==> config.mk <==
export PLATFORM = sky130hd
export DESIGN_NAME = im_loader
export DESIGN_NICKNAME = d
export VERILOG_FILES = /design/src/rtl/im_loader.sv
export SDC_FILE = /design/constraint.sdc
export NUM_CORES = 1
export LEC_CHECK = 0
export ABC_AREA = 1
export CAP_MARGIN = 20
export CORE_MARGIN = 3
export CORE_UTILIZATION = 50
export CTS_CLUSTER_DIAMETER = 120
export CTS_CLUSTER_SIZE = 28
export DETAILED_ROUTE_END_ITERATION = 16
export HOLD_SLACK_MARGIN = 0.02
export PLACE_DENSITY = 0.73
export SYNTH_ARGS = -nofsm -noshare
export SYNTH_HDL_FRONTEND = slang
export SYNTH_SLANG_ARGS = --single-unit
==> constraint.sdc <==
create_clock -name clk -period 3.13 [get_ports clk]
set_input_delay 0.626 -clock clk [delete_from_list [all_inputs] [get_ports clk]]
set_output_delay 0.626 -clock clk [all_outputs]
set_load 0.005 [all_outputs]
==> src/rtl/im_loader.sv <==
// im_loader: boot-time program loader for the single-cycle core.
//
// Accepts a byte stream (valid/ready) framed as a 16-bit little-endian word
// count N followed by 4*N data bytes. Bytes are packed into little-endian
// 32-bit words and written to consecutive instruction-memory word addresses.
// The core is held in reset until the last word is written.
//
// Ports:
//   clk, rst      - clock, synchronous active-high reset
//   byte_in       - stream data byte
//   byte_valid    - byte_in valid this cycle
//   byte_ready    - loader accepts a byte this cycle
//   im_we         - instruction-memory write strobe (one cycle per word)
//   im_waddr      - instruction-memory word address
//   im_wdata      - instruction word
//   cpu_rst       - core reset, high until the image is fully loaded
//   done          - image loaded, core running (sticky)
//   err           - load aborted: length over DEPTH or idle timeout (sticky)
module im_loader #(
    parameter int ADDR_W  = 10,
    parameter int DEPTH   = 1024,
    parameter int TIMEOUT = 0
) (
    input  logic              clk,
    input  logic              rst,
    input  logic [7:0]        byte_in,
    input  logic              byte_valid,
    output logic              byte_ready,
    output logic              im_we,
    output logic [ADDR_W-1:0] im_waddr,
    output logic [31:0]       im_wdata,
    output logic              cpu_rst,
    output logic              done,
    output logic              err
);

    localparam int TW = (TIMEOUT > 0) ? $clog2(TIMEOUT + 1) : 1;

    typedef enum logic [2:0] {
        S_LEN0, S_LEN1, S_DATA, S_WRITE, S_DONE, S_ERR
    } state_t;

    state_t            state, state_nx;
    logic [15:0]       n_words;
    logic [ADDR_W-1:0] word_idx;
    logic [1:0]        byte_idx;
    logic [23:0]       lo_bytes;   // bytes 0..2 of the word being assembled
    logic [TW-1:0]     idle_cnt;

    logic        xfer;
    logic        idle_hit;
    logic        last_word;
    logic [15:0] n_full;

    assign xfer      = byte_valid && byte_ready;
    assign n_full    = {byte_in, n_words[7:0]};
    assign last_word = (32'(word_idx) == (32'(n_words) - 32'd1));

    // The idle cycle that brings the counter up to TIMEOUT aborts the load.
    assign idle_hit = (TIMEOUT > 0) && !xfer &&
                      ((state == S_LEN1) || (state == S_DATA)) &&
                      (idle_cnt == TW'(TIMEOUT - 1));

    always_comb begin
        state_nx = state;
        case (state)
            S_LEN0:  if (xfer) state_nx = S_LEN1;
            S_LEN1: begin
                if (xfer) begin
                    if (n_full == 16'd0)
                        state_nx = S_DONE;
                    else if (32'(n_full) > 32'(DEPTH))
                        state_nx = S_ERR;
                    else
                        state_nx = S_DATA;
                end else if (idle_hit) begin
                    state_nx = S_ERR;
                end
            end
            S_DATA: begin
                if (xfer && (byte_idx == 2'd3))
                    state_nx = S_WRITE;
                else if (idle_hit)
                    state_nx = S_ERR;
            end
            S_WRITE: state_nx = last_word ? S_DONE : S_DATA;
            S_DONE:  state_nx = S_DONE;
            S_ERR:   state_nx = S_ERR;
            default: state_nx = S_LEN0;
        endcase
    end

    always_ff @(posedge clk) begin
        if (rst) begin
            state      <= S_LEN0;
            byte_ready <= 1'b0;
            im_we      <= 1'b0;
            im_waddr   <= '0;
            im_wdata   <= '0;
            cpu_rst    <= 1'b1;
            done       <= 1'b0;
            err        <= 1'b0;
            n_words    <= '0;
            word_idx   <= '0;
            byte_idx   <= '0;
            lo_bytes   <= '0;
            idle_cnt   <= '0;
        end else begin
            state <= state_nx;
            // Outputs are decoded from the next state so they line up with
            // the state they describe.
            byte_ready <= (state_nx == S_LEN0) || (state_nx == S_LEN1) ||
                          (state_nx == S_DATA);
            im_we      <= (state_nx == S_WRITE);
            cpu_rst    <= (state_nx != S_DONE);
            done       <= (state_nx == S_DONE);
            err        <= (state_nx == S_ERR);

            if ((state == S_LEN0) && xfer)
                n_words[7:0] <= byte_in;

            if ((state == S_LEN1) && xfer) begin
                n_words[15:8] <= byte_in;
                word_idx      <= '0;
                byte_idx      <= '0;
            end

            if ((state == S_DATA) && xfer) begin
                byte_idx <= byte_idx + 2'd1;
                case (byte_idx)
                    2'd0: lo_bytes[7:0]   <= byte_in;
                    2'd1: lo_bytes[15:8]  <= byte_in;
                    2'd2: lo_bytes[23:16] <= byte_in;
                    default: begin
                        im_wdata <= {byte_in, lo_bytes};
                        im_waddr <= word_idx;
                    end
                endcase
            end

            if ((state == S_WRITE) && !last_word)
                word_idx <= word_idx + 1'b1;

            if (xfer || !((state == S_LEN1) || (state == S_DATA)))
                idle_cnt <= '0;
            else
                idle_cnt <= idle_cnt + 1'b1;
        end
    end

endmodule

Word-level counts from Yosys, hierarchy flattened
Index checks and enable logic that the tools add are counted.
{ "classes": {"n_addsub": 3, "order_cmp": 1, "n_eq_ne": 15, "muxes": 11, "bitwise": 1, "reduce_logical": 20} }
{ "op_table": {"columns": ["op", "count"], "rows": [
  ["10-bit by 32-bit == test with 1-bit output", 1],
  ["10-bit 2-to-1 mux", 2],
  ["3-bit 2-to-1 mux", 6],
  ["3-bit case mux with 6 select lines", 1],
  ["16-bit by 1-bit subtractor with 17-bit output (second input constant)", 1],
  ["16-bit by 11-bit > comparator with 1-bit output (second input constant)", 1],
  ["16-bit zero test", 1],
  ["3-bit by 2-bit == test with 1-bit output (second input constant)", 4],
  ["3-bit == test (second input constant)", 4],
  ["10-bit by 1-bit adder with 10-bit output (second input constant)", 1],
  ["2-bit AND reduction", 4],
  ["3-bit by 1-bit == test with 1-bit output (second input constant)", 2],
  ["1-bit logical AND", 6],
  ["3-bit zero test", 2],
  ["2-bit == test (second input constant)", 2],
  ["2-bit 2-to-1 mux", 2],
  ["2-bit nonzero test", 2],
  ["3-bit != test (second input constant)", 1],
  ["3-bit OR reduction", 1],
  ["2-bit by 1-bit adder with 2-bit output (second input constant)", 1],
  ["2-bit by 1-bit == test with 1-bit output (second input constant)", 1],
  ["2-bit zero test", 1],
  ["1-bit logical OR", 2],
  ["1-bit zero test", 1],
  ["1-bit NOT", 1]
]} }
{ "word_totals": {"regBits": 102, "input_bits": 11, "output_inout_bits": 47, "wordCells": 66} }

Depth between registers and ports, before layout
Gate-level depths: netlist (run 1).
{ "depth": {"ltp_word": 8, "mapped_depth": 15, "ltp_nobuf": 15} }

Least setup slack after synthesis (run 1)
Ideal clock, no wire load.
{ "synth_timing": {"path_kind": "input to register", "startpoint": "input port byte_valid", "endpoint": "register n_words[12]", "t_arrival_ns": 1.726, "t_required_ns": 3.001, "setup_slack_ns": 1.275, "path_stages": 6, "cell_sequence": "nand2_1 > nor4_1 > inv_1 > buf_2 > o21ai_0 > a21oi_1"} }
{ "synth_between": {"elab_chain_len": 2} }
{ "synth_rtl": {"columns": ["item", "line_no", "text"], "rows": [
  ["start: declaration", "27", "input logic byte_valid,"],
  ["1-bit logical AND", "55", "assign xfer = byte_valid && byte_ready;"],
  ["1-bit logical AND", "122", "if ((state == S_LEN1) && xfer) begin"],
  ["end signal: assignment", "123", "n_words[15:8] <= byte_in;"],
  ["end: declaration", "44", "logic [15:0] n_words;"]
]} }
No other way between the ends.
A chain may end at the register's enable or synchronous reset.

Worst setup path in the final report (run 1)
{ "layout_timing": {"startpoint": "register n_words[0]", "endpoint": "register cpu_rst"} }
{ "layout_between": {"elab_chain_len": 6, "word_cells_on_any_way": 10} }
{ "layout_rtl": {"columns": ["item", "line_no", "text"], "rows": [
  ["start signal: assignment", "120", "n_words[7:0] <= byte_in;"],
  ["branches (longest 4 deep; another with 16-bit by 1-bit subtractor with 17-bit output)", null, null],
  ["3-bit case mux with 6 select lines *", "66", "case (state)"],
  ["3-bit != test *", "115", "cpu_rst <= (state_nx != S_DONE);"],
  ["end signal: assignment", "115", null],
  ["end: declaration", "32", "output logic cpu_rst,"]
]} }
Every way passes the cells marked *.

==> impl_metrics.yaml, run 1 <==
flow_run:
  cap_viol_max_count: 0
power:
  peakVddDrop_mv: 0.2365
  p_leak_nw: 2.046
  p_int_w: 0.001720
  powerDensity_nw_per_um2: 457.9
  pwr-share-seq_pct: 55.0
  power.share.switching_pct: 28.70
  p_clk_share_pct: 33.5
  combPwrFrac_pct: 11.5
  p_switching_w: 0.0006923
floorplanning:
  ios: 58
  rows: 33
  die-area_sq_um: 9949
  start_util_pct: 52.43
  fp.dieW_um: 99.75
  core_area_sq_um: 8382
  die_y_um: 99.75
cts:
  numCtsBuffers: 9
  cts_setup_buffers: 0
  cts_resized: 0
  cts_hold_buf: 0
  htreeDepth: 3
  clockBufferDepth: 2
  root_buffer: "clkbuf_8"
  clk_latency_ns: 0.36
  cts.clk_slew.worst_paths_ns: 0.11
  clock_sinks: 102
  cts_tree: "done"
setup_path:
  worstPathArrival_ns: 2.84
  required_ns: 3.39
  start_kind: "flip-flop"
  path_delay_family: "simple AND/OR/NAND/NOR gates"
  cp_slowest_cell: "dfxtp_1"
  end_kind: "flip-flop"
  r2r_cells: 15
  cp_cell_sequence: "inv_1, ha_1, inv_1, nor2_2, nand2_1, nand2_1, nand2_1, nor2_1, nand2_1, nor2_2, nand2_1, nand2_2, nand2_1, nor2_1, nand2_1"
  critical_path.max_fanout: 13
  crit_top_cell: "nand2_1"
  critical_path_class: "reg -> reg"
  path_buf_inv: 2
  reg2reg_to: "cpu_rst$_SDFF_PP1_"
  r2r-start: "n_words[0]$_SDFFE_PP0P_"
  cpPeakStageDelay_ns: 0.34
  r2r_slack_ns: 0.55
sta:
  setup_viol: 0
  clock-skew-final_ns: 0.01345
  maxClockFrequency_ghz: 0.3878
  finalMaxSlewViolations: 0
  finalSetupTns_ns: 0
  finalCriticalPeriod_ns: 2.578
  worstMarginPinSlew_ns: 0.7620
  finalHoldViolCount: 0
  relSlewSlack_pct: 49.14
  rsz0062_at_grt: "false"
  fin_crit_sh_pct: 82.38
synthesis:
  ys_top_cells_by_count: "145 x nor2_1, 102 x dfxtp_1, 87 x o21ai_0"
  synth-main-ff-cell: "dfxtp_1"
  yosysTopAreaCell: "dfxtp_1"
  yosysSeqAreaShare_pct: 46.47
  syn_inst: 608
  synth_area_sq_um: 4394
  syn_area_per_cell_sq_um: 7.227
  synth_nets: 626
  synth_top_area_share_pct: 46.47
  synthDistinctLibCells: 27
  ys_warn_count: 0
  yosys-top-cells-area: "dfxtp_1 46%, nor2_1 12%, o21ai_0 9.9%"
  yosysMostFrequentCell: "nor2_1"
  synth_edf_count: 0
  ys_seq_elements: 102
  synthArstFlopShare_pct: 0
routing:
  via_count: 4129
  route.detailed.drc: 0
  firstDrtPassIters: 6
  viasPerCell: 5.355
  drt-initial-drc-count: 231
  antenna_left: 0
  wirelength_um: 11160
  avgRoutedWirePerCell_um: 14.47
layout:
  diodes: 0
  syn_to_final_growth_pct: 19.87
  stdcell_area_sq_um: 5268
  seqCellArea_sq_um: 2042
  multiInputGateArea_sq_um: 2064
  nNetsFinal: 679
  instances_no_fill: 771
  drive_gt1_share_pct: 5.856
  fill_cells: 767
worst_hold_path:
  min_from: "lo_bytes[16]$_SDFFE_PP0P_"
  whs_endpoint: "lo_bytes[16]$_SDFFE_PP0P_"
  hp-class: "reg -> reg"
  hold_depth: 2
place:
  dp.cells: 755
  place.gp.congestion: 0.8410
  place_area_sq_um: 5076
  placement.io_buffers: 57
  hpwl_um: 7957
grt:
  grt_pass1_wl_um: 18310
  grt_max_degree: 40
  grt_pass1_vias: 3855
  grtUsageMet3_pct: 3.787
  grt.met2_usage_pct: 38.33
  met1_usage_pct: 29.53
  antenna_found_initial: 0
  grt-busiest-layer: "met2"
  grt-ovfl-total: 0
  grt_use_total_pct: 23.02
outcome:
  status: "finished clean"
==> worst max-delay path by stage <==
| stage | to | cells past startpoint | slack [ns] | start |
|---|---|---|---|---|
| global placement | cpu_rst$_SDFF_PP1_ | 10 | 0.57 | byte_valid |
| detailed placement | cpu_rst$_SDFF_PP1_ | 10 | 0.52 | byte_valid |
| floorplan | n_words[12]$_SDFFE_PP0P_ | 6 | 1.28 | byte_valid |
| global route | word_idx[7]$_SDFFE_PP0P_ | 14 | 0.28 | n_words[0]$_SDFFE_PP0P_ |
| finish | cpu_rst$_SDFF_PP1_ | 15 | 0.55 | n_words[0]$_SDFFE_PP0P_ |
| CTS | cpu_rst$_SDFF_PP1_ | 15 | 0.57 | n_words[0]$_SDFFE_PP0P_ |
==> worst register-to-register path: cells and delay by family (launching register included) <==
family / cells / cell delay (ns)
flip-flops: 1 / 0.34
buffers and inverters: 2 / 0.29
adder cells (fa/ha/maj): 1 / 0.32
AND/OR/NAND/NOR: 12 / 1.51
==> through the flow <==
step	power, W	util [%]	setup slack, ns	hold slack (ns)
3_5_place_dp	0.001628	60.56	0.5160	0.4666
6_report	0.002412	62.85	0.5515	0.4864
3_3_place_gp	0.001621	60.56	0.5692	0.4561
5_1_grt	0.002510	62.85	0.2769	0.5040
4_1_cts	0.002423	62.85	0.5734	0.4907
2_1_floorplan	0.001547	-	1.275	0.4495
==> power groups by stage <==
| stage | logic [W] | clock network (W) | registers (W) |
|---|---|---|---|
| finish | 0.000279 | 0.000808 | 0.00133 |
| global route | 0.000315 | 0.000868 | 0.00133 |
| CTS | 0.000275 | 0.000822 | 0.00133 |
| detailed placement | 0.000273 | 0 | 0.00136 |
| global placement | 0.000266 | 0 | 0.00135 |
| floorplan | 0.000195 | 0 | 0.00135 |
==> layer usage <==
metal / up-vias / wire, um
met5: - / 0
met4: 0 / 334
met3: 36 / 564
met2: 125 / 5159
met1: 1893 / 5097
li1: 2075 / -
==> logic make-up after synthesis <==
| family | synth area share [%] |
|---|---|
| AO/OA/AOI/OAI | 14.64 |
| flip-flops | 46.47 |
| XOR/XNOR | 2.790 |
| buffers and inverters | 6.549 |
| AND/OR/NAND/NOR | 27.56 |
| adder cells (fa/ha/maj) | 1.993 |
==> registers in the layout, summed over array words and instances, names as in the netlist <==
signal and count:
im_wdata 32, lo_bytes 24, n_words 16, im_waddr 10, word_idx 10, state 3
byte_idx 2, byte_ready 1, cpu_rst 1, done 1, err 1, im_we 1
==> cell type report <==
class | instances | area share, %
sequential | 102 | 38.76
timing repair buffer | 68 | 12.64
clock inverter | 7 | 1.283
multi-input combinational | 434 | 39.19
inverter | 46 | 3.278
clock buffer | 9 | 2.352
tap | 105 | 2.494
==> cell usage in the layout (no fill, tap or decap), types with 4 or more instances in the layout <==
cell / instances
a21oi_1: 40
buf_4: 10
clkbuf_8: 9
clkdlybuf4s50_1: 57
clkinv_1: 4
dfxtp_1: 102
ha_1: 7
inv_1: 42
nand2_1: 70
nand3_1: 40
nand3b_1: 6
nand4_1: 4
nor2_1: 145
nor2_2: 5
nor3_1: 4
o21ai_0: 87
xnor2_1: 5
xor2_1: 9
Note: power is estimated with default switching activity, not from simulation.
==> run 2, diff against run 1 <==
--- a/config.mk
+++ b/config.mk
@@ -8,12 +8,12 @@
 export ABC_AREA = 1
 export CAP_MARGIN = 20
 export CORE_MARGIN = 3
-export CORE_UTILIZATION = 50
+export CORE_UTILIZATION = 49
 export CTS_CLUSTER_DIAMETER = 120
 export CTS_CLUSTER_SIZE = 28
 export DETAILED_ROUTE_END_ITERATION = 16
 export HOLD_SLACK_MARGIN = 0.02
-export PLACE_DENSITY = 0.73
+export PLACE_DENSITY = 0.75
 export SYNTH_ARGS = -nofsm -noshare
 export SYNTH_HDL_FRONTEND = slang
 export SYNTH_SLANG_ARGS = --single-unit
==> constraint.sdc (replaced) <==
create_clock -name clk -period 2.3 [get_ports clk]
set_input_delay 0.46 -clock clk [delete_from_list [all_inputs] [get_ports clk]]
set_output_delay 0.46 -clock clk [all_outputs]
set_load 0.005 [all_outputs]
==> run 2 against run 1 <==
Effect of this change:
- clock skew fell by 0.0063 ns
- sequential power rose by 35%
- non-clock buffer count rose by 14
- die area rose by 1.9%
- largest cell class unchanged
- power rose by 44%
- clock power rose by 57%
- sequential cell count did not move
- cell count rose by 1.8%
==> impl_metrics.yaml, run 2 (synthesized netlist as in run 1, its figures left out) <==
setup_path:
  cp_cell_sequence: "inv_1, buf_4, nand2_2, nor2_4, nand2_1, nand3_1, nand3_1, nor3_2, nand2_2, nand2_4, buf_12, buf_4, nand3_1, a21oi_1"
  critical_path.max_fanout: 6
  critical_path_class: "reg -> reg"
  path_buf_inv: 4
  end_kind: "flip-flop"
  worstPathArrival_ns: 2.39
  path_delay_family: "simple AND/OR/NAND/NOR gates"
  crit_top_cell: "nand3_1"
  cp_slowest_cell: "dfxtp_1"
  start_kind: "flip-flop"
  cpPeakStageDelay_ns: 0.33
  required_ns: 2.60
routing:
  via_count: 4063
  wirelength_um: 10870
  viasPerCell: 5.176
  firstDrtPassIters: 5
  route.detailed.drc: 0
  antenna_left: 0
  drt-initial-drc-count: 251
  avgRoutedWirePerCell_um: 13.85
power:
  powerDensity_nw_per_um2: 635.8
  p_leak_nw: 2.142
  peakVddDrop_mv: 0.5091
cts:
  cts.clk_slew.worst_paths_ns: 0.10
  clk_latency_ns: 0.36
  cts_tree: "done"
  htreeDepth: 3
  cts_hold_buf: 0
  clockBufferDepth: 2
  root_buffer: "clkbuf_8"
  numCtsBuffers: 9
  clock_sinks: 102
grt:
  grt_max_degree: 53
  grt-ovfl-total: 0
  antenna_found_initial: 0
  grt_use_total_pct: 21.76
  grt_pass1_vias: 3786
  grt_pass1_wl_um: 17650
floorplanning:
  die-area_sq_um: 10140
  die_y_um: 100.7
  ios: 58
  core_area_sq_um: 8464
  rows: 33
  start_util_pct: 51.91
  fp.dieW_um: 100.7
outcome:
  status: "finished clean"
layout:
  final_common_cell: "nor2_1"
  seqCellArea_sq_um: 2043
  stdcell_area_sq_um: 5455
  diodes: 0
  multiInputGateArea_sq_um: 2095
  fill_cells: 744
  largest_reg_flops: 32
  top_register: "im_wdata"
  final_util_pct: 64.45
  drive_gt1_share_pct: 8.382
  most-common-layout-cells: "145 x nor2_1, 101 x dfxtp_1, 87 x o21ai_0, 69 x nand2_1, 57 x clkdlybuf4s50_1"
  nNetsFinal: 693
  syn_to_final_growth_pct: 24.15
  top_regs: "im_wdata x32, lo_bytes x24, n_words x16"
place:
  place_area_sq_um: 5159
  placement.io_buffers: 57
  hpwl_um: 7731
  place.gp.congestion: 0.9539
sta:
  maxClockFrequency_ghz: 0.4776
  fin_crit_sh_pct: 91.03
  finalMaxSlewViolations: 0
  setup_viol: 0
  whs_ns: 0.4853
  finalCriticalPeriod_ns: 2.094
  finalSetupTns_ns: 0
  finalHoldViolCount: 0
  clock-skew-final_ns: 0.007128
  worstMarginPinSlew_ns: 0.4116
  relSlewSlack_pct: 72.53
flow_run:
  cap_viol_max_count: 0
worst_hold_path:
  hp-class: "reg -> reg"
[run 2: report_power, final]
part           leakage [nW]  switching [W]  internal, W  total, W
registers             0.824      0.0000201      0.00178   0.00180
logic                  1.20       0.000244     0.000150  0.000394
clock network         0.114       0.000621     0.000650   0.00127
[run 2: layer usage]
| metal | vias to the layer above | global-route usage (%) | part of all wire, % |
|---|---|---|---|
| li1 | 2104 | - | - |
| met1 | 1827 | 27.63 | 45 |
| met2 | 108 | 36.35 | 47 |
| met3 | 24 | 4.983 | 6.0 |
| met4 | 0 | 7.358 | 2.5 |
| met5 | - | 0 | 0 |
[run 2: what timing repair did]
action,4_1_cts,5_1_grt
setup buffers,0,3
endpoints found under the setup margin,0,13
gates resized for setup,0,8
[run 2: area by class of cell]
type / count / share of cell area, %
clock buffers: 10 / 2.523
clock inverters: 6 / 1.697
inverters: 46 / 3.165
multi-input cells: 434 / 38.39
flip-flops and latches: 102 / 37.45
well taps: 105 / 2.408
repair buffers: 82 / 14.36
[run 2: tightest hold or removal path, cell delays in order, from the launching register on]
cell and delay (ns):
dfxtp_1 0.33, nor2_1 0.05, nor2_1 0.08
[run 2: worst paths after layout]
| check | endpoint | cells past startpoint | startpoint | slack, ns |
|---|---|---|---|---|
| hold reg to reg | lo_bytes[1]$_SDFFE_PP0P_ | 2 | lo_bytes[1]$_SDFFE_PP0P_ | 0.49 |
| setup / recovery | word_idx[0]$_SDFFE_PP0P_ | 14 | n_words[0]$_SDFFE_PP0P_ | 0.21 |
| setup reg to reg | word_idx[0]$_SDFFE_PP0P_ | 14 | n_words[0]$_SDFFE_PP0P_ | 0.21 |
| hold / removal | lo_bytes[1]$_SDFFE_PP0P_ | 2 | lo_bytes[1]$_SDFFE_PP0P_ | 0.49 |
[run 2: stage by stage]
step / std cells / power (W) / setup WS [ns]
2_1_floorplan: 608 / 0.002105 / 0.4634
3_3_place_gp: 766 / 0.002213 / 0.1490
3_5_place_dp: 766 / 0.002222 / 0.07039
4_1_cts: 782 / 0.003484 / 0.1022
5_1_grt: 785 / 0.003627 / -0.007020
6_report: 785 / 0.003468 / 0.2063
